**config.mk**
```make
export PLATFORM = sky130hd
export DESIGN_NAME = tetris_stat_bcd_acc
export DESIGN_NICKNAME = d
export VERILOG_FILES = /design/src/rtl/tetris_stat_bcd_acc.sv
export SDC_FILE = /design/constraint.sdc
export NUM_CORES = 1
export LEC_CHECK = 0
export BUFFER_PORTS_ARGS = -buffer_cell sky130_fd_sc_hd__buf_2
export CAP_MARGIN = 10
export CELL_PAD_IN_SITES_DETAIL_PLACEMENT = 1
export CELL_PAD_IN_SITES_GLOBAL_PLACEMENT = 2
export CORE_MARGIN = 3
export CORE_UTILIZATION = 39
export DETAILED_ROUTE_END_ITERATION = 8
export GPL_ROUTABILITY_DRIVEN = 0
export HOLD_SLACK_MARGIN = 0.02
export PLACE_DENSITY = 0.95
export SKIP_CTS_REPAIR_TIMING = 1
export SYNTH_ARGS = -nofsm -noshare
export SYNTH_HDL_FRONTEND = slang
export SYNTH_SLANG_ARGS = --single-unit
```
**constraint.sdc**
```tcl
create_clock -name clk -period 19.9 [get_ports clk]
set_clock_uncertainty 0.2 [all_clocks]
set_input_delay 0.995 -clock clk [delete_from_list [all_inputs] [get_ports clk]]
set_output_delay 0.995 -clock clk [all_outputs]
set_load 0.03 [all_outputs]
```
**src/rtl/tetris_stat_bcd_acc.sv**
```systemverilog
// Tetris statistics engine: packed-BCD score, lines, level and high score.
// Score gain is base(lines) * level, formed by one BCD addition per cycle.
module tetris_stat_bcd_acc #(
  parameter int SCORE_DIGITS    = 6,
  parameter int LINES_DIGITS    = 4,
  parameter int LEVEL_DIGITS    = 2,
  parameter int LINES_PER_LEVEL = 10,
  parameter int START_LEVEL     = 1,
  parameter int MAX_LEVEL       = 99
) (
  input  logic                      clk,
  input  logic                      srst,
  input  logic [2:0]                disappear_lines_i,
  input  logic                      update_valid_i,
  output logic                      update_ready_o,
  input  logic                      hiscore_clr_i,
  output logic [SCORE_DIGITS*4-1:0] score_o,
  output logic [LINES_DIGITS*4-1:0] lines_o,
  output logic [LEVEL_DIGITS*4-1:0] level_o,
  output logic [SCORE_DIGITS*4-1:0] hiscore_o,
  output logic                      level_changed_o
);

  localparam int SW  = SCORE_DIGITS * 4;
  localparam int LW  = LINES_DIGITS * 4;
  localparam int VW  = LEVEL_DIGITS * 4;
  localparam int BLW = $clog2(MAX_LEVEL + 1);

  typedef enum logic [1:0] {S_IDLE, S_ACC, S_COMMIT} state_t;

  // One BCD digit add; result bit 4 is the decimal carry.
  function automatic logic [4:0] bcd_dig_add(input logic [3:0] a, input logic [3:0] b,
                                             input logic cin);
    logic [4:0] s;
    s = {1'b0, a} + {1'b0, b} + {4'b0000, cin};
    if (s > 5'd9) s = s + 5'd6;
    return s;
  endfunction

  // Elaboration-time conversion of the start level constant only.
  function automatic logic [VW-1:0] level_const_bcd(input int v);
    logic [VW-1:0] r;
    int            t;
    r = '0;
    t = v;
    for (int i = 0; i < LEVEL_DIGITS; i++) begin
      r[i*4 +: 4] = 4'(t % 10);
      t = t / 10;
    end
    return r;
  endfunction

  localparam logic [VW-1:0] START_LEVEL_BCD = level_const_bcd(START_LEVEL);

  state_t           state_q, state_d;
  logic [2:0]       n_q, n_d;
  logic [BLW-1:0]   cnt_q, cnt_d;
  logic [SW-1:0]    acc_q, acc_d;
  logic [SW-1:0]    score_q, score_d;
  logic [LW-1:0]    lines_q, lines_d;
  logic [VW-1:0]    level_q, level_d;
  logic [BLW-1:0]   level_bin_q, level_bin_d;
  logic [7:0]       lil_q, lil_d;
  logic [SW-1:0]    hiscore_q, hiscore_d;
  logic             lvl_chg_q, lvl_chg_d;

  logic [SW-1:0]    base_s;
  logic [SW-1:0]    acc_sum_s;
  logic [LW-1:0]    lines_sum_s;
  logic [VW-1:0]    level_inc_s;
  logic [8:0]       lil_sum_s;

  // Base points for the latched line count, already in BCD.
  always_comb begin
    base_s = '0;
    case (n_q)
      3'd1:    base_s = SW'(16'h0100);
      3'd2:    base_s = SW'(16'h0300);
      3'd3:    base_s = SW'(16'h0700);
      3'd4:    base_s = SW'(16'h1500);
      default: base_s = '0;
    endcase
  end

  // Saturating BCD adders for the accumulator, line count and level.
  always_comb begin
    logic       c;
    logic [4:0] d;
    c = 1'b0;
    d = 5'd0;
    acc_sum_s = '0;
    for (int i = 0; i < SCORE_DIGITS; i++) begin
      d = bcd_dig_add(acc_q[i*4 +: 4], base_s[i*4 +: 4], c);
      acc_sum_s[i*4 +: 4] = d[3:0];
      c = d[4];
    end
    if (c) acc_sum_s = {SCORE_DIGITS{4'h9}};

    c = 1'b0;
    lines_sum_s = '0;
    for (int i = 0; i < LINES_DIGITS; i++) begin
      d = bcd_dig_add(lines_q[i*4 +: 4], (i == 0) ? {1'b0, n_q} : 4'h0, c);
      lines_sum_s[i*4 +: 4] = d[3:0];
      c = d[4];
    end
    if (c) lines_sum_s = {LINES_DIGITS{4'h9}};

    // MAX_LEVEL fits in LEVEL_DIGITS, so the increment never carries out.
    c = 1'b1;
    level_inc_s = '0;
    for (int i = 0; i < LEVEL_DIGITS; i++) begin
      d = bcd_dig_add(level_q[i*4 +: 4], 4'h0, c);
      level_inc_s[i*4 +: 4] = d[3:0];
      c = d[4];
    end

    lil_sum_s = {1'b0, lil_q} + {6'd0, n_q};
  end

  // Report FSM and next-state of all statistics.
  always_comb begin
    state_d     = state_q;
    n_d         = n_q;
    cnt_d       = cnt_q;
    acc_d       = acc_q;
    score_d     = score_q;
    lines_d     = lines_q;
    level_d     = level_q;
    level_bin_d = level_bin_q;
    lil_d       = lil_q;
    hiscore_d   = hiscore_q;
    lvl_chg_d   = 1'b0;
    case (state_q)
      S_IDLE: begin
        if (update_valid_i) begin
          n_d   = (disappear_lines_i <= 3'd4) ? disappear_lines_i : 3'd0;
          acc_d = score_q;
          cnt_d = level_bin_q;
          if (n_d != 3'd0) state_d = S_ACC;
          else             state_d = S_COMMIT;
        end else begin
          state_d = S_IDLE;
        end
      end
      S_ACC: begin
        acc_d = acc_sum_s;
        cnt_d = cnt_q - BLW'(1);
        if (cnt_q == BLW'(1)) state_d = S_COMMIT;
        else                  state_d = S_ACC;
      end
      S_COMMIT: begin
        score_d = acc_q;
        lines_d = lines_sum_s;
        if (lil_sum_s >= 9'(LINES_PER_LEVEL)) begin
          lil_d = 8'(lil_sum_s - 9'(LINES_PER_LEVEL));
          if (level_bin_q < BLW'(MAX_LEVEL)) begin
            level_bin_d = level_bin_q + BLW'(1);
            level_d     = level_inc_s;
            lvl_chg_d   = 1'b1;
          end else begin
            level_bin_d = level_bin_q;
          end
        end else begin
          lil_d = lil_sum_s[7:0];
        end
        if (acc_q > hiscore_q) hiscore_d = acc_q;
        else                   hiscore_d = hiscore_q;
        state_d = S_IDLE;
      end
      default: state_d = S_IDLE;
    endcase
    // A clear request overrides a concurrent high-score update.
    if (hiscore_clr_i) hiscore_d = '0;
    else               hiscore_d = hiscore_d;
  end

  // Game-state registers; srst starts a new game.
  always_ff @(posedge clk) begin
    if (srst) begin
      state_q     <= S_IDLE;
      n_q         <= 3'd0;
      cnt_q       <= '0;
      acc_q       <= '0;
      score_q     <= '0;
      lines_q     <= '0;
      level_q     <= START_LEVEL_BCD;
      level_bin_q <= BLW'(START_LEVEL);
      lil_q       <= 8'd0;
      lvl_chg_q   <= 1'b0;
    end else begin
      state_q     <= state_d;
      n_q         <= n_d;
      cnt_q       <= cnt_d;
      acc_q       <= acc_d;
      score_q     <= score_d;
      lines_q     <= lines_d;
      level_q     <= level_d;
      level_bin_q <= level_bin_d;
      lil_q       <= lil_d;
      lvl_chg_q   <= lvl_chg_d;
    end
  end

  // High score survives new games; srst freezes it for that cycle.
  always_ff @(posedge clk) begin
    if (srst) hiscore_q <= hiscore_q;
    else      hiscore_q <= hiscore_d;
  end

  assign update_ready_o  = (state_q == S_IDLE);
  assign score_o         = score_q;
  assign lines_o         = lines_q;
  assign level_o         = level_q;
  assign hiscore_o       = hiscore_q;
  assign level_changed_o = lvl_chg_q;

endmodule

```
==> results.sh, run 1 <==
export IMPL_outcome="complete, no violations"
export IMPL_core_um2=21300
export IMPL_synth_top_flop_cell="dfxtp_1"
export IMPL_reg2reg_slack_ns=11.15
export IMPL_power_density_nw_per_um2=72.8
export IMPL_drtAntennaViolNets=0
export IMPL_setup_tns_ns=0
export IMPL_slew_violations=0
export IMPL_synth_largest_area_cell="dfxtp_1"
export IMPL_ys_types=79
export IMPL_portBuffers=80
export IMPL_grt_pass1_vias=8084
export IMPL_grt_max_degree=77
export IMPL_drc=0
export IMPL_wl_per_cell_um=17.2
export IMPL_drive_gt1_frac=0.130
export IMPL_worstReg2RegEnd="acc_q[14]$_SDFFE_PP0P_"
export IMPL_diodes=0
export IMPL_avgViaCountPerCell=5.61
export IMPL_fp_dieArea_um2=23800
export IMPL_drv_cap=0
export IMPL_synth_top_cell_area_share=0.233
export IMPL_clock_fmax_ghz=0.114
export IMPL_die_w_um=154
export IMPL_final_nets=1209
export IMPL_cp_end_kind="flop"
export IMPL_grt_usage=0.206
export IMPL_hold_path_class="reg -> reg"
export IMPL_htreeDepth=4
export IMPL_syn_area_per_cell_um2=7.94
export IMPL_start_util=0.403
export IMPL_required_ns=19.97
export IMPL_critical_path_class="reg -> reg"
export IMPL_clock_path_buffers=2
export IMPL_crit_arrival_ns=8.82
export IMPL_leakage_uw=0.00387
export IMPL_critPathMaxStageDelay_ns=0.50
export IMPL_max_slew_margin=0.436
export IMPL_num_rows=53
export IMPL_clock_latency_ns=0.42
export IMPL_critPathLaunchType="flop"
export IMPL_dp_hpwl_um=17200
export IMPL_cpMaxStageDelayCell="fa_1"
export IMPL_grt_overflow=0
export IMPL_setup_viol=0
export IMPL_cp_endpoint="acc_q[14]$_SDFFE_PP0P_"
export IMPL_die_y_um=154
export IMPL_clk_transition_reported_paths_ns=0.06
export IMPL_ys_seq_elements=124
export IMPL_drt_pass1_iter_count=5
export IMPL_synthTopCellsByArea="dfxtp_1, ha_1, edfxtp_1, a21oi_1, nand2_1"
export IMPL_startpoint="acc_q[1]$_SDFFE_PP0P_"
export IMPL_io_pins=81
export IMPL_cts_root_buffer="clkbuf_16"
export IMPL_finalCriticalPeriod_ns=8.75
export IMPL_reg2reg_depth=40
export IMPL_p_total_uw=712
export IMPL_tightest_slew_ns=0.844
export IMPL_yosys_warnings=0
export IMPL_synth_edf_count=24
export IMPL_synthCells=1081
export IMPL_worstPathMaxFanout=18
export IMPL_cts_sinks=124
export IMPL_synth_nets=1164
export IMPL_yosysSeqAreaShare=0.317
export IMPL_synth_common_cells="nand2_1, a21oi_1, dfxtp_1, nor2_1, ha_1"
export IMPL_drt_iter0_drc=333
export IMPL_async_reset_ff_frac=0
export IMPL_cts_tree="yes"
export IMPL_grt_antenna_before_repair=0
export IMPL_hold_viol_final=0
export IMPL_wl_um=24400
export IMPL_syn_area_um2=8580
export IMPL_reg2reg_from="acc_q[1]$_SDFFE_PP0P_"
export IMPL_fin_crit_sh=0.440
export IMPL_area_delta_synth_final_pct=14.0
export IMPL_irDropWorstVdd_uv=48.9
export IMPL_vias=7928
export IMPL_cts_inserted_buffers=17
export IMPL_crit_path_frequent_cell="ha_1"
export IMPL_grt_pass1_wl_um=41200
export IMPL_rsz0062_at_grt="no"
export IMPL_yosysMostFrequentCell="nand2_1"
==> layer usage <==
| metal | GRT usage | up-vias | part of all wire |
|---|---|---|---|
| met2 | 0.345 | 140 | 0.47 |
| met4 | 0.0589 | 0 | 0.017 |
| met5 | 0 | - | 0 |
| li1 | - | 3931 | - |
| met3 | 0.0319 | 27 | 0.043 |
| met1 | 0.276 | 3830 | 0.47 |
==> worst min-delay path by stage <==
stage,slack (ns),depth (start not counted),startpoint,to
floorplan,0.24,2,lil_q[2]$_SDFFE_PP0P_,lil_q[2]$_SDFFE_PP0P_
global placement,0.25,2,lil_q[2]$_SDFFE_PP0P_,lil_q[2]$_SDFFE_PP0P_
detailed placement,0.26,2,lil_q[2]$_SDFFE_PP0P_,lil_q[2]$_SDFFE_PP0P_
CTS,0.27,2,lil_q[2]$_SDFFE_PP0P_,lil_q[2]$_SDFFE_PP0P_
global route,0.28,2,lil_q[2]$_SDFFE_PP0P_,lil_q[2]$_SDFFE_PP0P_
finish,0.26,2,lil_q[2]$_SDFFE_PP0P_,lil_q[2]$_SDFFE_PP0P_
==> worst max-delay path: cells and delay by family, from the launching register on <==
family | cells | cell delay, ns
DFF | 1 | 0.43
xor gates and xnor gates | 1 | 0.15
AOI/OAI and AO/OA | 15 | 2.55
adders and majority gates | 11 | 3.51
muxes | 1 | 0.29
buffers and inverters | 4 | 0.59
and+or+nand+nor | 8 | 0.86
==> final cells by class <==
cell class	instances	area (um^2)
sequential	124	2720
clock buffer	23	510
multi-input combinational	830	5390
inverter	63	236
timing repair buffer	90	478
fill	2630	11500
clock inverter	9	105
tap	275	344
==> cell families (layout without fill, tap and decap cells) <==
family	Yosys count	after routing	share of synthesized area
AND/OR/NAND/NOR	397	397	0.222
AO/OA/AOI/OAI	304	304	0.231
buffers and inverters	127	185	0.0580
flip-flops	124	124	0.317
adder cells (fa/ha/maj)	76	76	0.115
XOR/XNOR	40	40	0.0408
multiplexers	13	13	0.0157
==> power breakdown <==
part	total [uW]	internal [uW]	switching [uW]	leakage [uW]
Sequential	284	266	17.4	0.00104
Combinational	105	37.6	67.4	0.00254
Clock	324	206	118	0.000296
==> registers in the layout, summed over array words and instances (netlist names) <==
signal / count
acc_q: 24
hiscore_o: 24
level_changed_o: 1
n_q: 3
cnt_q: 7
state_q: 2
lil_q: 8
level_o: 8
lines_o: 16
score_o: 24
level_bin_q: 7
==> cell usage in the layout (no fill, tap or decap), drive strengths merged, types with 6 or more instances in the layout <==
master,n
edfxtp,24
ha,71
nor2,100
a31oi,7
nand2b,14
buf,90
o21ai,63
mux2i,9
nor4,7
a21o,8
a22oi,8
a21oi,104
nand2,133
o31ai,6
o21a,10
nor3,29
o22ai,8
o221ai,7
nor3b,8
nand3,28
inv,65
nor2b,36
xnor2,35
nand3b,11
dfxtp,100
a211oi,27
clkbuf,23
==> metrics by stage <==
step                      hold WS [ns]  worst slack, ns  instances   util  instance area, um^2
final                            0.259            11.15       1414  0.460                 9780
after global routing             0.277            10.41       1414  0.460                 9780
after CTS                        0.266            11.17       1414  0.460                 9780
after detailed placement         0.258            11.30       1382  0.431                 9170
after global placement           0.248            11.54       1382  0.431                 9170
after floorplan                  0.236            12.10       1081      -                 8580
(Power assumes the default switching activity.)
==> run 2: changes to the inputs <==
Settings changed: CORE_UTILIZATION 39 to 32, PLACE_DENSITY 0.95 to 0.86.
Clock period 19.9 ns to 7.11 ns, I/O delays scaled along.
==> run 2 against run 1 <==
  * The run now ends with setup timing left
  * Critical path depth up 2
  * Sequential cell count unchanged
  * Non-clock buffer count up 83
  * Final area is 9.9% higher
  * Setup slack got worse by 11 ns
  * Sequential power rose to 2.8 times the previous value
  * Die area up 21%
  * Register-to-register slack got worse by 11 ns
  * Critical path type unchanged
  * Critical endpoint unchanged
  * Largest cell class unchanged
==> results.sh, run 2 (same netlist as run 1, synthesis figures left out) <==
export IMPL_drv_cap=0
export IMPL_hold_path_class="in -> reg"
export IMPL_violations="setup timing"
export IMPL_tightest_slew_ns=1.17
export IMPL_cts_tree="yes"
export IMPL_finalCriticalPeriod_ns=7.24
export IMPL_max_slew_margin=0.216
export IMPL_fp_dieArea_um2=28800
export IMPL_required_ns=7.19
export IMPL_vias=8317
export IMPL_grt_max_degree=70
export IMPL_drtAntennaViolNets=0
export IMPL_timing_final_ws_setup_ns=-0.131
export IMPL_clock_path_buffers=2
export IMPL_grt_antenna_before_repair=0
export IMPL_htreeDepth=4
export IMPL_wl_per_cell_um=16.9
export IMPL_power_density_nw_per_um2=180
export IMPL_wl_um=26300
export IMPL_critical_path_class="reg -> reg"
export IMPL_globalRouteMet3Util=0.0328
export IMPL_num_rows=59
export IMPL_layout_commonest_cell="nand2_1"
export IMPL_clock_fmax_ghz=0.138
export IMPL_grt_overflow=0
export IMPL_n_fill_cell=3176
export IMPL_core_um2=26200
export IMPL_mostFrequentLayoutCells="nand2_1, a21oi_1, dfxtp_1"
export IMPL_worstPathMaxFanout=5
export IMPL_fin_crit_sh=1.02
export IMPL_instances_no_fill=1557
export IMPL_irDropWorstVdd_uv=86.6
export IMPL_drt_pass1_iter_count=4
export IMPL_avgViaCountPerCell=5.34
export IMPL_grt_pass1_vias=8492
export IMPL_slew_violations=0
export IMPL_cpMaxStageDelayCell="fa_1"
export IMPL_hold_viol_final=0
export IMPL_holdWs_ns=0.0381
export IMPL_grt_pass1_wl_um=42200
export IMPL_portBuffers=80
export IMPL_drc=0
export IMPL_critPathMaxStageDelay_ns=0.51
export IMPL_clock_latency_ns=0.42
export IMPL_io_pins=81
export IMPL_dp_hpwl_um=18600
export IMPL_grt_usage=0.178
export IMPL_drive_gt1_frac=0.240
export IMPL_cts_sinks=124
export IMPL_met2_usage=0.313
export IMPL_start_util=0.327
export IMPL_cp_end_kind="flop"
export IMPL_area_delta_synth_final_pct=25.4
export IMPL_grt_busiest_layer="met2"
export IMPL_use_met1=0.227
export IMPL_leakage_uw=0.00429
export IMPL_critPathLaunchType="flop"
export IMPL_setup_viol=20
export IMPL_dp_cells=1511
export IMPL_outcome="finished, violations left"
export IMPL_drt_iter0_drc=388
export IMPL_cts_root_buffer="clkbuf_16"
export IMPL_cts_inserted_buffers=17
export IMPL_diodes=0
export IMPL_clk_transition_reported_paths_ns=0.06
export IMPL_die_y_um=170
export IMPL_crit_arrival_ns=7.32
export IMPL_final_nets=1292
export IMPL_rsz0062_at_grt="yes"
export IMPL_die_w_um=170
==> run 2: per-stage QoR <==
stage	worst slack (ns)	util	area, um^2	TNS, ns	total power [uW]
after global placement	-0.0692	0.377	9870	-0.238	1120
after CTS	-0.401	0.397	10400	-11.21	1940
after detailed placement	-0.319	0.377	9870	-8.94	1130
after floorplan	0.00287	-	8720	0	1020
final	-0.131	0.410	10800	-1.07	1940
after global routing	-0.501	0.410	10800	-10.05	2040
==> run 2: final timing paths <==
check             cells past startpoint                endpoint  slack, ns                   from
setup / recovery                     42  acc_q[14]$_SDFFE_PP0P_      -0.13  acc_q[1]$_SDFFE_PP0P_
hold / removal                        3     n_q[2]$_SDFFE_PP0P_       0.04   disappear_lines_i[2]
hold reg to reg                       2   lil_q[2]$_SDFFE_PP0P_       0.26  lil_q[2]$_SDFFE_PP0P_
setup reg to reg                     42  acc_q[14]$_SDFFE_PP0P_      -0.13  acc_q[1]$_SDFFE_PP0P_
==> run 2: area by class of cell <==
| type | instances | area (um^2) | area share |
|---|---|---|---|
| Clock buffer | 18 | 429 | 0.0399 |
| Clock inverter | 14 | 96.3 | 0.00896 |
| Inverter | 63 | 236 | 0.0220 |
| Multi-Input combinational cell | 830 | 5730 | 0.533 |
| Sequential cell | 124 | 2730 | 0.253 |
| Tap cell | 335 | 419 | 0.0390 |
| Timing Repair Buffer | 173 | 1120 | 0.104 |
==> run 2: worst max-delay path, delay by kind of cell (launching register included) <==
family / cells / cell delay, ns
buffers and inverters: 8 / 0.86
flip-flops: 1 / 0.33
adder cells (fa/ha/maj): 11 / 2.68
AO/OA/AOI/OAI: 13 / 2.06
AND/OR/NAND/NOR: 9 / 0.78
XOR/XNOR: 1 / 0.14
==> run 2: routing by layer <==
layer  routed length [um]  up-vias  part of all wire
met5                    0        -                 0
met2                13000      131              0.49
met4                  258        0            0.0098
met3                  884       26             0.034
li1                     -     4088                 -
met1                12200     4072              0.46
==> run 2: where the power goes <==
part / switching (uW) / leakage (uW) / internal, uW
combinational: 212 / 0.00300 / 141
sequential: 44.0 / 0.00104 / 745
clock: 353 / 0.000248 / 444
